===== src/rtl/hazard_ctrl.sv =====
// Pipeline hazard unit: operand forwarding selects, load-use / branch-load stall
// sequencing, data-memory wait stalls, IF-ID flush and a saturating stall counter.
module hazard_ctrl #(
    parameter int REG_AW      = 4,
    parameter int ZERO_REG_EN = 1,
    parameter int LOAD_LAT    = 1,
    parameter int CNT_W       = 16
) (
    input  logic              clk,
    input  logic              rst,
    input  logic [REG_AW-1:0] rr1_d,
    input  logic [REG_AW-1:0] rr2_d,
    input  logic              mem_wr_d,
    input  logic              br_d,
    input  logic              br_taken_d,
    input  logic [REG_AW-1:0] rr1_x,
    input  logic [REG_AW-1:0] rr2_x,
    input  logic              wr_en_x,
    input  logic              wr_en_m,
    input  logic              wr_en_w,
    input  logic [REG_AW-1:0] wr_reg_x,
    input  logic [REG_AW-1:0] wr_reg_m,
    input  logic [REG_AW-1:0] wr_reg_w,
    input  logic              mem_to_reg_x,
    input  logic              mem_to_reg_m,
    input  logic              mem_wr_m,
    input  logic              dmem_busy,
    output logic              stall_f,
    output logic              stall_d,
    output logic              stall_x,
    output logic              stall_m,
    output logic              bubble_x,
    output logic              flush_d,
    output logic [1:0]        fwd_d,
    output logic [1:0]        fwd_a_x,
    output logic [1:0]        fwd_b_x,
    output logic              fwd_m,
    output logic [CNT_W-1:0]  stall_cnt
);

    typedef enum logic [1:0] {
        RUN      = 2'd0,
        LU_STALL = 2'd1,
        MEM_WAIT = 2'd2
    } state_t;

    // Counter holds the number of LU_STALL cycles still to run after the detecting cycle.
    localparam logic [2:0] LU_INIT = 3'(LOAD_LAT - 1);

    state_t           r_state;
    state_t           w_state_nx;
    logic [2:0]       r_lu_cnt;
    logic [2:0]       w_lu_cnt_nx;
    logic [CNT_W-1:0] r_stall_cnt;
    logic             w_hz_lu;
    logic             w_hz_br;

    function automatic logic f_match(input logic en, input logic [REG_AW-1:0] wr,
                                     input logic [REG_AW-1:0] src);
        return en && (wr == src) && ((ZERO_REG_EN == 0) || (wr != '0));
    endfunction

    always_comb begin
        fwd_a_x = f_match(wr_en_m, wr_reg_m, rr1_x) ? 2'b01 :
                  f_match(wr_en_w, wr_reg_w, rr1_x) ? 2'b10 : 2'b00;
        fwd_b_x = f_match(wr_en_m, wr_reg_m, rr2_x) ? 2'b01 :
                  f_match(wr_en_w, wr_reg_w, rr2_x) ? 2'b10 : 2'b00;
        fwd_d   = f_match(wr_en_x, wr_reg_x, rr1_d) ? 2'b01 :
                  f_match(wr_en_m, wr_reg_m, rr1_d) ? 2'b10 :
                  f_match(wr_en_w, wr_reg_w, rr1_d) ? 2'b11 : 2'b00;
        // wr_reg_m carries the MEM store's data-source register.
        fwd_m   = mem_wr_m && f_match(wr_en_w, wr_reg_w, wr_reg_m);
    end

    assign w_hz_lu = mem_to_reg_x &&
                     (f_match(wr_en_x, wr_reg_x, rr1_d) ||
                      (f_match(wr_en_x, wr_reg_x, rr2_d) && !mem_wr_d));
    assign w_hz_br = br_d && mem_to_reg_m && f_match(wr_en_m, wr_reg_m, rr1_d);

    // NOTE: every output and next-state value gets a default first so no latch is inferred.
    always_comb begin
        w_state_nx  = r_state;
        w_lu_cnt_nx = r_lu_cnt;
        stall_f     = 1'b0;
        stall_d     = 1'b0;
        stall_x     = 1'b0;
        stall_m     = 1'b0;
        bubble_x    = 1'b0;
        unique case (r_state)
            RUN: begin
                if (dmem_busy) begin
                    w_state_nx = MEM_WAIT;
                    {stall_f, stall_d, stall_x, stall_m} = 4'b1111;
                end else if (w_hz_lu || w_hz_br) begin
                    {stall_f, stall_d, bubble_x} = 3'b111;
                    if (LOAD_LAT > 1) begin
                        w_state_nx  = LU_STALL;
                        w_lu_cnt_nx = LU_INIT;
                    end
                end
            end
            LU_STALL: begin
                {stall_f, stall_d, bubble_x} = 3'b111;
                if (dmem_busy) begin
                    w_state_nx  = MEM_WAIT;
                    w_lu_cnt_nx = 3'd0;
                end else if (r_lu_cnt <= 3'd1) begin
                    w_state_nx  = RUN;
                    w_lu_cnt_nx = 3'd0;
                end else begin
                    w_lu_cnt_nx = r_lu_cnt - 3'd1;
                end
            end
            MEM_WAIT: begin
                {stall_f, stall_d, stall_x, stall_m} = 4'b1111;
                if (!dmem_busy) w_state_nx = RUN;
            end
            default: w_state_nx = RUN;
        endcase
        if (rst) begin
            {stall_f, stall_d, stall_x, stall_m, bubble_x} = 5'b0;
        end
        // A taken branch seen while D is held is replayed, not flushed.
        flush_d = br_taken_d && !stall_d && !rst;
    end

    // NOTE: sequential state uses non-blocking assignments only.
    always_ff @(posedge clk) begin
        if (rst) begin
            r_state     <= RUN;
            r_lu_cnt    <= 3'd0;
            r_stall_cnt <= '0;
        end else begin
            r_state  <= w_state_nx;
            r_lu_cnt <= w_lu_cnt_nx;
            if (stall_f && (r_stall_cnt != '1)) r_stall_cnt <= r_stall_cnt + 1'b1;
        end
    end

    assign stall_cnt = r_stall_cnt;

endmodule


===== config.mk =====
export PLATFORM = sky130hd
export DESIGN_NAME = hazard_ctrl
export DESIGN_NICKNAME = d
export VERILOG_FILES = /design/src/rtl/hazard_ctrl.sv
export SDC_FILE = /design/constraint.sdc
export NUM_CORES = 1
export LEC_CHECK = 0
export CORE_MARGIN = 1.5
export CORE_UTILIZATION = 45
export CTS_CLUSTER_SIZE = 28
export DETAILED_ROUTE_END_ITERATION = 6
export PLACE_DENSITY = 0.86
export SLEW_MARGIN = 25
export SYNTH_ARGS = -nofsm -noshare
export SYNTH_HDL_FRONTEND = slang
export SYNTH_SLANG_ARGS = --single-unit

===== constraint.sdc =====
create_clock -name clk -period 3.8 [get_ports clk]
set_input_delay 0.57 -clock clk [delete_from_list [all_inputs] [get_ports clk]]
set_output_delay 0.57 -clock clk [all_outputs]
set_load 0.005 [all_outputs]

## Yosys cells after proc, flatten, opt, wreduce, memory -nomap -nowiden

Index checks and enable logic that the tools add are counted.

| storage, ports and cells | value |
|---|---|
| input bits | 40 |
| memories kept | 0 |
| latch bits | 0 |
| bits in registers | 21 |
| bits in writable memories | 0 |
| output and inout bits | 29 |
| memory bits (read-only) | 0 |

| cells by class | value |
|---|---|
| magnitude comparators | 1 |
| equality and inequality tests | 15 |
| shift-type cells | 0 |
| bitwise logic cells | 0 |
| mux-type cells | 24 |
| div/mod/pow operators | 0 |
| add/sub/neg operators | 2 |
| reductions and logical operators | 37 |
| $mul | 0 |

Operators by type and width:

| kind | count |
|---|---|
| $eq A4 B4 Y1 | 9 |
| $logic_and A1 B1 Y1 | 26 |
| $mux W2 | 11 |
| $add A16 B1 Y16 const B | 1 |
| $ne A16 B16 Y1 const B | 1 |
| $reduce_bool A4 Y1 | 3 |
| $mux W1 | 7 |
| $mux W3 | 2 |
| $pmux W1 S2 | 3 |
| $pmux W2 S3 | 1 |
| $ne A2 B2 Y1 const B | 2 |
| $le A3 B1 Y1 const B | 1 |
| $logic_not A1 Y1 | 3 |
| $ne A3 B3 Y1 const B | 1 |
| $reduce_and A3 Y1 | 1 |
| $sub A3 B1 Y3 const B | 1 |
| $eq A2 B1 Y1 const B | 1 |
| $eq A2 B2 Y1 const B | 1 |
| $logic_not A2 Y1 | 1 |
| $logic_or A1 B1 Y1 | 2 |
| $reduce_or A2 Y1 | 1 |

## Depth between registers and ports, before layout

Gate-level depths: netlist of run 1.

| depth | value |
|---|---|
| word-level depth | 14 |
| mapped depth | 9 |
| gate-level depth less buffers | 7 |

## Worst setup path before layout of run 1

OpenSTA, ideal clock, no wires.

| path | value |
|---|---|
| kind | input to output |
| from | input wr_reg_m[0] |
| to | output stall_f |
| arrival time | 2154 ps |
| path buffers | 4 |
| cell stages on the path | 9 |
| slack | 1076 ps |
| path through | buf_2 o41ai_2 nor3_1 a41o_1 nor2_2 buf_6 buf_2 nor2_1 buf_4 |

| between the ends | value |
|---|---|
| longest elaborated chain between the ends | 9 |
| elaborated cells on any way between the ends | 10 |
| classes of those cells | eq/ne: 1; mux: 4; reduce/logical: 5 |

Ends and longest elaborated chain:

| item | line | RTL |
|---|---|---|
| from (decl) | 22 | `input logic [REG_AW-1:0] wr_reg_m,` |
| $eq A4 B4 Y1 | 60 | `return en && (wr == src) && ((ZERO_REG_EN == 0) \|\| (wr != '0));` |
| $logic_and A1 B1 Y1 | 60 |  |
| $logic_and A1 B1 Y1 (*) | 60 |  |
| $logic_and A1 B1 Y1 (*) | 78 | `assign w_hz_br = br_d && mem_to_reg_m && f_match(wr_en_m, wr_reg_m, rr1_d);` |
| $logic_or A1 B1 Y1 (*) | 94 | `end else if (w_hz_lu \|\| w_hz_br) begin` |
| $mux W1 (*) (2 in series) | -- |  |
| $pmux W1 S2 (*) | -- |  |
| $mux W1 (*) | -- |  |
| to (decl) | 28 | `output logic stall_f,` |

Mark *: on every way between the ends. The rest lies on a longest branch, timed or not.

## Final worst setup path of run 1

| path | value |
|---|---|
| from | input wr_reg_m[0] |
| to | output flush_d |

| between the ends | value |
|---|---|
| longest elaborated chain between the ends | 12 |
| elaborated cells on any way between the ends | 13 |
| classes of those cells | eq/ne: 1; mux: 4; reduce/logical: 8 |

Ends and longest elaborated chain:

| item | line | RTL |
|---|---|---|
| $eq A4 B4 Y1 | 60 |  |
| $logic_and A1 B1 Y1 | 60 |  |
| $logic_and A1 B1 Y1 (*) | 60 |  |
| $logic_and A1 B1 Y1 (*) | 78 |  |
| $logic_or A1 B1 Y1 (*) | 94 |  |
| $mux W1 (*) | 94 |  |
| $mux W1 (*) | 91 | `if (dmem_busy) begin` |
| $pmux W1 S2 (*) | 89 | `unique case (r_state)` |
| $mux W1 (*) | 120 | `if (rst) begin` |
| $logic_not A1 Y1 (*) | 124 | `flush_d = br_taken_d && !stall_d && !rst;` |
| $logic_and A1 B1 Y1 (*) (2 in series) | 124 |  |
| to (decl) | 33 | `output logic flush_d,` |

Marked as above.

==> summary.txt, run 1 <==
Global routing
  • First-pass GRT wire length: 6430 um
  • Antenna violations before repair: 0
  • Overall global routing resource usage: 23.14%
  • Vias in the first global route: about 1,300
  • Largest net degree at the start of global routing: 23
  • GRT Residual Overflow: 0

Worst setup path
  • Crit path DAT: 2.85 ns
  • Worst Path Required: approximately 3.2 ns
  • Critical Path Fanout Max: 5
  • FF-to-FF path depth: 8
  • Critical Path End Type: primary output
  • Startpoint types: primary input
  • Crit Path Category: in2out

STA
  • Final Setup Violations: 0
  • Setup Total Neg Slack: 0 ns
  • Worst slew pin tran: 0.6759 ns
  • Clock skew: 0.005236 ns
  • Unrepaired setup endpoints after global routing: no
  • Final worst-path cycle share: 89.96%
  • Tmin final: 3.419 ns
  • Final Hold Fails: 0
  • Setup ws final: 0.3815 ns
  • Worst slew margin: between 50 and 60%
  • Max Freq: 0.2925 GHz
  • Final Max Tran Viols: 0

Status
  • Status: finished clean

Power and ir drop
  • LEAKAGE: 0.7456 nW
  • P per Cell Area: 227.7 nW/um^2
  • Peak supply drop: 163.7 uV
  • Tot Pwr: 0.0005019 W

Final layout
  • Final Non-Filler Cells: 292
  • Fill cell count: 293
  • Area growth from synthesis to layout: 47.20%
  • N_diodes: 0
  • Layout cells sized above 1: 6.855%
  • Nets: 291
  • Post-route cell area: ~2200 um^2

Clocking
  • CTS Buf Count: 3
  • Sink Count: 17
  • Hold-fix buffers, CTS: 0
  • PostCTS Resize Cnt: 0
  • CTS tree: done
  • Root Driver: clkbuf_4
  • Clock buffer depth: 2
  • Post-CTS Setup Bufs: 0
  • Reg clk slew, reported paths: 0.09 ns
  • Clock H-tree levels: 1
  • Latest clock arrival within the worst-skew pair: 0.29 ns

Drt
  • Routed WL: 4070 um
  • Starting DRT DRC Count: 64
  • Via density: around 5.5
  • Via count: ~1,600
  • Drc violations: 0
  • TritonRoute pass-1 iters: 4
  • Routed length per placed instance: about 14 um
  • Detail Route Antenna Nets: 0

Placement
  • Hpwl dp: between 3000 and 4000 um
  • Port Buf Inserts: 68
  • Final Wtd Congestion: 0.9547
  • Area after DPL: between 2000 and 2500 um^2
  • Cells after DPL: between 200 and 300
  • Pre-CTS setup slack: 0.3778 ns

Logic synthesis
  • Area leader, netlist: dfxtp_1
  • Cell Area, Synth: roughly 1500 um^2
  • Mapped Cells: 188
  • Post-synth top area share: 22.72%
  • Number of synthesized flops with an enable pin: 0
  • Synth Register Bits: 17
  • Ys Warns: 0
  • Sequential area share after synthesis: 22.72%
  • Prevailing post-synth register cell: dfxtp_1
  • Synth top cells by count: 23 x xnor2_1, 17 x dfxtp_1, 17 x nor2_1
  • Ranking of synthesized cells by area: dfxtp_1 23%, xnor2_1 13%, xor2_1 8.2%
  • Post-synth cell types: 45
  • Syn_nets: 230
  • Avg Cell Area, Syn: 7.966 um^2
  • Ys async rst share: 0%
  • Most instantiated library cell after synthesis: xnor2_1

Floorplanning
  • Std-Cell Rows: 20
  • Die W: 60.69 um
  • Core Area: 3103 um^2
  • Ports: 69
  • Die height: 60.69 um
  • Initial Util: roughly half
  • Die ar.: 3683 um^2

Flow run
  • Total of max-cap violations: 0

Min path
  • Hold Path Stages: 2
  • Min-Delay Path Class: reg2reg
==> layout make-up <==
cell class / instances / area (um^2) / area share (%)
inverter: 5 / 18.77 / 0.8513
tap: 44 / 55.05 / 2.497
multi-input combinational: 151 / 1061 / 48.13
clock buffer: 4 / 26.28 / 1.192
timing repair buffer: 71 / 703.2 / 31.90
sequential: 17 / 340.3 / 15.44
==> cells by family after synthesis <==
logic type                 after synthesis  share of synthesized area [%]
xor gates and xnor gates                37                          21.64
and+or+nand+nor                         76                          27.65
DFF                                     17                          22.72
buffers and inverters                   20                          6.432
AOI/OAI and AO/OA                       32                          16.88
muxes                                    4                          3.007
adders and majority gates                2                          1.671
==> stage by stage <==
stage	util (%)	hold WS [ns]
2_1_floorplan	-	0.4830
3_3_place_gp	70.20	0.5010
3_5_place_dp	70.20	0.5078
4_1_cts	71.05	0.5265
5_1_grt	71.05	0.5535
6_report	71.05	0.5280
==> critical path: stages <==
cell             delay (ns)
clkdlybuf4s50_1        0.54
o41ai_2                0.50
nor3_1                 0.12
and2_1                 0.19
a31oi_1                0.21
and4b_1                0.22
clkdlybuf4s50_1        0.50
==> report_power, final <==
group          total [W]  switching [W]  internal (W)
sequential      0.000200      0.0000113      0.000188
clock          0.0000986      0.0000577     0.0000409
combinational   0.000204      0.0000885      0.000115
==> cells in the final DEF, fill, tap and decap left out, types with 2 or more instances in the layout <==
master	instances
nand4_1	6
o21a_1	2
nand3_1	10
xnor2_1	23
clkdlybuf4s50_1	68
nand2_1	10
nor3_1	7
nor4_1	3
or4_1	7
o41ai_1	2
xor2_1	14
dfxtp_1	17
mux2_2	4
nor2_1	17
and3_1	2
inv_1	5
clkbuf_4	3
a21oi_1	8
o21ai_0	3
o21bai_1	2
buf_4	3
nand2b_1	2
ha_1	2
o31ai_1	6
nor2b_1	4
==> per-layer routing <==
layer / up-vias / global-route usage, % / part of all wire, %
met5: - / 0 / 0
met2: 56 / 34.56 / 44
li1: 796 / - / -
met4: 0 / 2.795 / 0.32
met1: 746 / 35.06 / 48
met3: 2 / 5.117 / 8.0
==> final timing paths <==
path,startpoint,end,slack [ns]
worst min-delay path,stall_cnt[3],stall_cnt[3],0.53
worst min register to register,stall_cnt[3],stall_cnt[3],0.53
worst max register to register,stall_cnt[0],stall_cnt[2],1.82
worst max-delay path,wr_reg_m[0],flush_d,0.38
==> state kept, by name, indices dropped and copies added, names as in the netlist <==
register   flops
stall_cnt     16
r_state        1
No activity file was read; power rests on OpenSTA's default activity.
==> inputs of run 2 (changes only) <==
PLACE_DENSITY = 0.95   (was 0.86)
==> run 2 against run 1 <==
  * Clock skew down 0.0040 ns
  * Critical path type unchanged
  * Sequential cell count unchanged
  * Critical endpoint unchanged
  * Power rose by 0.43%
  * Largest power group unchanged
==> summary.txt, run 2 (synthesis results as in run 1) <==
Status
  • Status: finished clean (unchanged)

Worst setup path
  • Critical Path Fanout Max: 5 (unchanged)
  • Startpoint types: primary input (unchanged)
  • Crit Path Category: in2out (unchanged)
  • Worst Path Required: 3.23 ns (about the same)
  • Critical Path End Type: primary output (unchanged)
  • Crit path DAT: 2.92 ns (was 2.85 ns)
  • FF-to-FF path depth: 6 (was 8)

Final layout
  • Commonest non-fill, non-tap cell in the layout: clkdlybuf4s50_1 (unchanged)
  • Post-route core utilization: 71.29% (was 71.05%)
  • Nets: 292 (was 291)
  • Area growth from synthesis to layout: 47.70% (was 47.20%)
  • Fill cell count: 253 (was 293)
  • Post-route cell area: 2212 um^2 (was 2205 um^2)
  • N_diodes: 0 (unchanged)
  • Most frequent cells in the layout: 68 x clkdlybuf4s50_1, 23 x xnor2_1, 17 x nor2_1, 17 x dfxtp_1, 14 x xor2_1 (unchanged)
  • Max FFs per register: 16 (unchanged)
  • Layout cells sized above 1: 7.229% (was 6.855%)

Clocking
  • Latest clock arrival within the worst-skew pair: 0.29 ns (about the same)
  • Clock buffer depth: 2 (unchanged)
  • Post-CTS Setup Bufs: 0 (unchanged)
  • CTS tree: done (unchanged)
  • Reg clk slew, reported paths: 0.10 ns (was 0.09 ns)
  • Hold-fix buffers, CTS: 0 (unchanged)
  • CTS Buf Count: 3 (unchanged)
  • Clock H-tree levels: 1 (unchanged)
  • Root Driver: clkbuf_4 (unchanged)
  • Sink Count: 17 (unchanged)
  • PostCTS Resize Cnt: 0 (unchanged)

STA
  • Final Max Tran Viols: 0 (unchanged)
  • Worst hold slack: 0.5174 ns (was 0.5280 ns)
  • Clock skew: 0.001226 ns (was 0.005236 ns)
  • Final worst-path cycle share: 91.91% (was 89.96%)
  • Max Freq: 0.2863 GHz (was 0.2925 GHz)
  • Worst slew margin: 66.56% (was 54.35%)
  • Final Setup Violations: 0 (unchanged)
  • Final Hold Fails: 0 (unchanged)
  • Worst slew pin tran: 0.4951 ns (was 0.6759 ns)
  • Unrepaired setup endpoints after global routing: no (unchanged)
  • Tmin final: 3.493 ns (was 3.419 ns)
  • Setup Total Neg Slack: 0 ns (unchanged)

Power and ir drop
  • Net switching power: 0.0001587 W (was 0.0001575 W)
  • P_int: 0.0003454 W (was 0.0003444 W)
  • Clock share of power: 19.8% (was 19.6%)
  • P per Cell Area: 227.9 nW/um^2 (was 227.7 nW/um^2)
  • Tot Pwr: 0.0005041 W (was 0.0005019 W)
  • Peak supply drop: 158.3 uV (was 163.7 uV)
  • Logic gate share of total power: 40.8% (was 40.6%)
  • Sequential power share: 39.4% (was 39.8%)
  • LEAKAGE: 0.7504 nW (was 0.7456 nW)
  • Switching portion of total power: 31.48% (was 31.39%)

Floorplanning
  • Std-Cell Rows: 20 (unchanged)
  • Core Area: 3103 um^2 (unchanged)
  • Initial Util: 48.27% (unchanged)
  • Ports: 69 (unchanged)
  • Die height: 60.69 um (unchanged)
  • Die ar.: 3683 um^2 (unchanged)
  • Die W: 60.69 um (unchanged)

Min path
  • Hold Path Stages: 2 (unchanged)
  • Min-Delay Path Class: reg2reg (unchanged)

Drt
  • Via density: 5.590 (was 5.479)
  • Detail Route Antenna Nets: 0 (unchanged)
  • Routed WL: 4139 um (was 4070 um)
  • Starting DRT DRC Count: 59 (was 64)
  • Via count: 1,638 (was 1,600)
  • TritonRoute pass-1 iters: 4 (unchanged)
  • Routed length per placed instance: 14.13 um (was 13.94 um)
  • Drc violations: 0 (unchanged)

Global routing
  • GRT Residual Overflow: 0 (unchanged)
  • Antenna violations before repair: 0 (unchanged)
  • Overall global routing resource usage: 23.02% (was 23.14%)
  • Vias in the first global route: 1,452 (was 1,311)
  • Largest net degree at the start of global routing: 23 (unchanged)
  • First-pass GRT wire length: 6382 um (was 6430 um)

Flow run
  • Total of max-cap violations: 0 (unchanged)

Placement
  • Area after DPL: 2186 um^2 (was 2178 um^2)
  • Final Wtd Congestion: 0.8697 (was 0.9547)
  • Hpwl dp: 3368 um (was 3240 um)
  • Port Buf Inserts: 68 (unchanged)
==> run 2: cell types whose count changed in the layout (fill, tap and decap cells not counted) <==
cell,before,now
buf_4,3,4
==> run 2: path summary, 6_finish.rpt <==
kind,start,to,slack [ns]
max,wr_reg_m[0],flush_d,0.31
min,stall_cnt[15],stall_cnt[15],0.52
max reg2reg,stall_cnt[0],stall_cnt[11],1.87
min reg2reg,stall_cnt[15],stall_cnt[15],0.52
==> run 2: through the flow <==
step                      setup WS, ns  std cells
after floorplan                  1.076        188
after global placement          0.4156        289
after detailed placement        0.3144        289
after CTS                       0.3079        293
after global routing            0.2084        293
final                           0.3073        293
==> run 2: critical path: stages <==
cell	delay (ns)
clkdlybuf4s50_1	0.55
o41ai_2	0.51
nor3_1	0.14
and2_1	0.20
a31oi_1	0.23
and4b_1	0.23
clkdlybuf4s50_1	0.50
==> run 2: metal layers <==
layer	share of wire, %	global-route usage, %	vias to the layer above	routed length (um)
met2	48	40.40	69	1999
met1	42	27.43	757	1733
li1	-	-	798	-
met3	6.8	5.757	14	280
met5	0	0	-	0
met4	3.0	7.453	0	125
==> run 2: final cells by class <==
class / count / area [um^2] / area share, %
multi-input combinational: 151 / 1061 / 47.96
timing repair buffer: 72 / 710.7 / 32.13
sequential: 17 / 340.3 / 15.38
tap: 44 / 55.05 / 2.489
clock buffer: 4 / 26.28 / 1.188
inverter: 5 / 18.77 / 0.8484
==> run 2: power groups by stage <==
stage	registers, W	logic, W	clock network [W]
after CTS	0.000199	0.000207	0.000102
final	0.000199	0.000206	0.0000998
after global routing	0.000201	0.000226	0.000109
after detailed placement	0.000203	0.000206	0
after floorplan	0.000202	0.000117	0
after global placement	0.000203	0.000200	0
==> inputs of run 3 (changes only) <==
CORE_MARGIN = 2   (was 1.5)
==> run 3 against run 2 <==
  * Maximum frequency increased by 3.0%
  * Hold slack better by 0.0082 ns
  * Combinational power about the same
  * Largest cell class unchanged
  * Utilization fell by 0.20 points
  * Clock power hardly changed
  * Global-route usage fell by 0.76 points
  * Power shrank 0.44%
  * Cell count fell by 0.34%
  * Clock skew rose by 0.0052 ns
  * Clock-buffer cell count down 1
  * Highest routed layer unchanged
  * Critical endpoint unchanged
  * Sequential cell count is the same
==> summary.txt, run 3 (synthesis results as in run 1) <==
STA
  • Unrepaired setup endpoints after global routing: no (unchanged)
  • Final Hold Fails: 0 (unchanged)
  • Worst slew margin: 50.17% (was 66.56%)
  • Worst slew pin tran: 0.7378 ns (was 0.4951 ns)
  • Clock skew: 0.006385 ns (was 0.001226 ns)
  • Worst hold slack: 0.5256 ns (was 0.5174 ns)
  • Final Setup Violations: 0 (unchanged)
  • Final worst-path cycle share: 89.20% (was 91.91%)
  • Setup Total Neg Slack: 0 ns (unchanged)
  • Max Freq: 0.2950 GHz (was 0.2863 GHz)
  • Final Max Tran Viols: 0 (unchanged)
  • Tmin final: 3.390 ns (was 3.493 ns)

Drt
  • Routed length per placed instance: 13.59 um (was 14.13 um)
  • TritonRoute pass-1 iters: 4 (unchanged)
  • Drc violations: 0 (unchanged)
  • Routed WL: 3968 um (was 4139 um)
  • Via density: 5.353 (was 5.590)
  • Starting DRT DRC Count: 60 (was 59)
  • Detail Route Antenna Nets: 0 (unchanged)
  • Via count: 1,563 (was 1,638)

Worst setup path
  • Crit path buf inv count: 2 (unchanged)
  • Worst stage delay on the critical path: 0.54 ns (was 0.55 ns)
  • Crit path DAT: 2.82 ns (was 2.92 ns)
  • Levels on crit path: 7 (unchanged)
  • Worst path cell trace: clkdlybuf4s50_1 > o41ai_2 > nor3_1 > and2_1 > a31oi_1 > and4b_1 > clkdlybuf4s50_1 (unchanged)
  • FF-to-FF path depth: 8 (was 6)
  • Startpoint types: primary input (unchanged)
  • Reg-to-reg startpoint: stall_cnt[0] (unchanged)
  • Critical R2R Capture: stall_cnt[2] (was stall_cnt[11])
  • Critical Path End Type: primary output (unchanged)
  • Worst path top cell family by delay: buffers and inverters (unchanged)
  • Critical Path Fanout Max: 5 (unchanged)
  • Reg2reg setup slack: 1.76 ns (was 1.87 ns)
  • Crit Path Category: in2out (unchanged)
  • Worst path most repeated cell: clkdlybuf4s50_1 (unchanged)
  • Critical path's slowest cell: clkdlybuf4s50_1 (unchanged)
  • Worst Path Required: 3.23 ns (about the same)

Global routing
  • Vias in the first global route: 1,436 (was 1,452)
  • Largest net degree at the start of global routing: 23 (unchanged)
  • Overall global routing resource usage: 22.26% (was 23.02%)
  • Met1 Use GR: 28.90% (was 27.43%)
  • Routing usage on met2: 38.80% (was 40.40%)
  • First-pass GRT wire length: 6465 um (was 6382 um)
  • GRT Residual Overflow: 0 (unchanged)
  • Global routing usage on met3: 5.176% (was 5.757%)
  • Antenna violations before repair: 0 (unchanged)
  • GRT Max-Usage Layer: met2 (unchanged)

Placement
  • Hpwl dp: 3178 um (was 3368 um)
  • Final Wtd Congestion: 0.8464 (was 0.8697)
  • Port Buf Inserts: 68 (unchanged)

Floorplanning
  • Std-Cell Rows: 20 (unchanged)
  • Core Area: 3103 um^2 (unchanged)
  • Die ar.: 3806 um^2 (was 3683 um^2)
  • Die W: 61.69 um (was 60.69 um)
  • Die height: 61.69 um (was 60.69 um)
  • Ports: 69 (unchanged)
  • Initial Util: 48.27% (unchanged)

Final layout
  • Area growth from synthesis to layout: 47.29% (was 47.70%)
  • Max FFs per register: 16 (unchanged)
  • Most frequent cells in the layout: 68 x clkdlybuf4s50_1, 23 x xnor2_1, 17 x nor2_1, 17 x dfxtp_1, 14 x xor2_1 (unchanged)
  • Post-route core utilization: 71.09% (was 71.29%)
  • Nets: 291 (was 292)
  • Layout cells sized above 1: 7.258% (was 7.229%)
  • N_diodes: 0 (unchanged)
  • Commonest non-fill, non-tap cell in the layout: clkdlybuf4s50_1 (unchanged)

Clocking
  • Latest clock arrival within the worst-skew pair: 0.30 ns (was 0.29 ns)
  • PostCTS Resize Cnt: 0 (unchanged)
  • Post-CTS Setup Bufs: 0 (unchanged)
  • Clock buffer depth: 2 (unchanged)
  • Reg clk slew, reported paths: 0.11 ns (was 0.10 ns)
  • Hold-fix buffers, CTS: 0 (unchanged)
  • CTS Buf Count: 3 (unchanged)
  • CTS tree: done (unchanged)
  • Root Driver: clkbuf_4 (unchanged)
  • Sink Count: 17 (unchanged)
  • Clock H-tree levels: 1 (unchanged)

Flow run
  • Total of max-cap violations: 0 (unchanged)

Power and ir drop
  • P per Cell Area: 227.5 nW/um^2 (was 227.9 nW/um^2)
  • LEAKAGE: 0.7484 nW (was 0.7504 nW)
  • Peak supply drop: 218.8 uV (was 158.3 uV)

Min path
  • Min-Delay Path Class: reg2reg (unchanged)
  • HP Start: stall_cnt[3] (was stall_cnt[15])
  • Hold Path End: stall_cnt[3] (was stall_cnt[15])
  • Hold Path Stages: 2 (unchanged)

Status
  • Status: finished clean (unchanged)
## run 3: power by group
group          switching, W  leakage (nW)  internal, W  total, W
logic             0.0000871         0.593     0.000116  0.000203
clock network     0.0000613        0.0177    0.0000393  0.000101
registers         0.0000103         0.138     0.000188  0.000199
total              0.000159         0.748     0.000343  0.000502
## run 3: how the worst max path moves through the flow
stage,start,end,slack (ns)
6_report,wr_reg_m[0],flush_d,0.41
5_1_grt,wr_reg_m[0],flush_d,0.26
4_1_cts,wr_reg_m[0],flush_d,0.41
3_5_place_dp,wr_reg_m[0],flush_d,0.42
3_3_place_gp,wr_reg_m[0],flush_d,0.42
2_1_floorplan,wr_reg_m[0],stall_f,1.08
## run 3: cell type report
| type | instances | area, um^2 |
|---|---|---|
| well taps | 44 | 55.05 |
| multi-input cells | 151 | 1061 |
| inverters | 5 | 18.77 |
| flip-flops and latches | 17 | 340.3 |
| repair buffers | 71 | 703.2 |
| clock inverters | 1 | 5.005 |
| fillers | 270 | 897.1 |
| clock buffers | 3 | 22.52 |
## run 3: routing by layer
| layer | share of wire (%) | up-vias |
|---|---|---|
| met5 | 0 | - |
| met4 | 0.30 | 0 |
| met3 | 6.9 | 3 |
| met2 | 49 | 53 |
| met1 | 44 | 716 |
| li1 | - | 791 |
## run 3: per-stage QoR
stage	total power, W	worst slack (ns)	area, um^2	cells
CTS	0.0005038	0.4094	2206	292
global placement	0.0004011	0.4168	2178	288
floorplan	0.0003187	1.076	1498	188
global route	0.0005328	0.2649	2206	292
finish	0.0005019	0.4104	2206	292
detailed placement	0.0004055	0.4177	2178	288
## run 3: worst reg2reg max path, delay by kind of cell (launching register included)
kind	cells	cell delay, ns
buffers and inverters	1	0.23
adders and majority gates	1	0.20
and+or+nand+nor	5	0.81
DFF	1	0.43
muxes	1	0.27
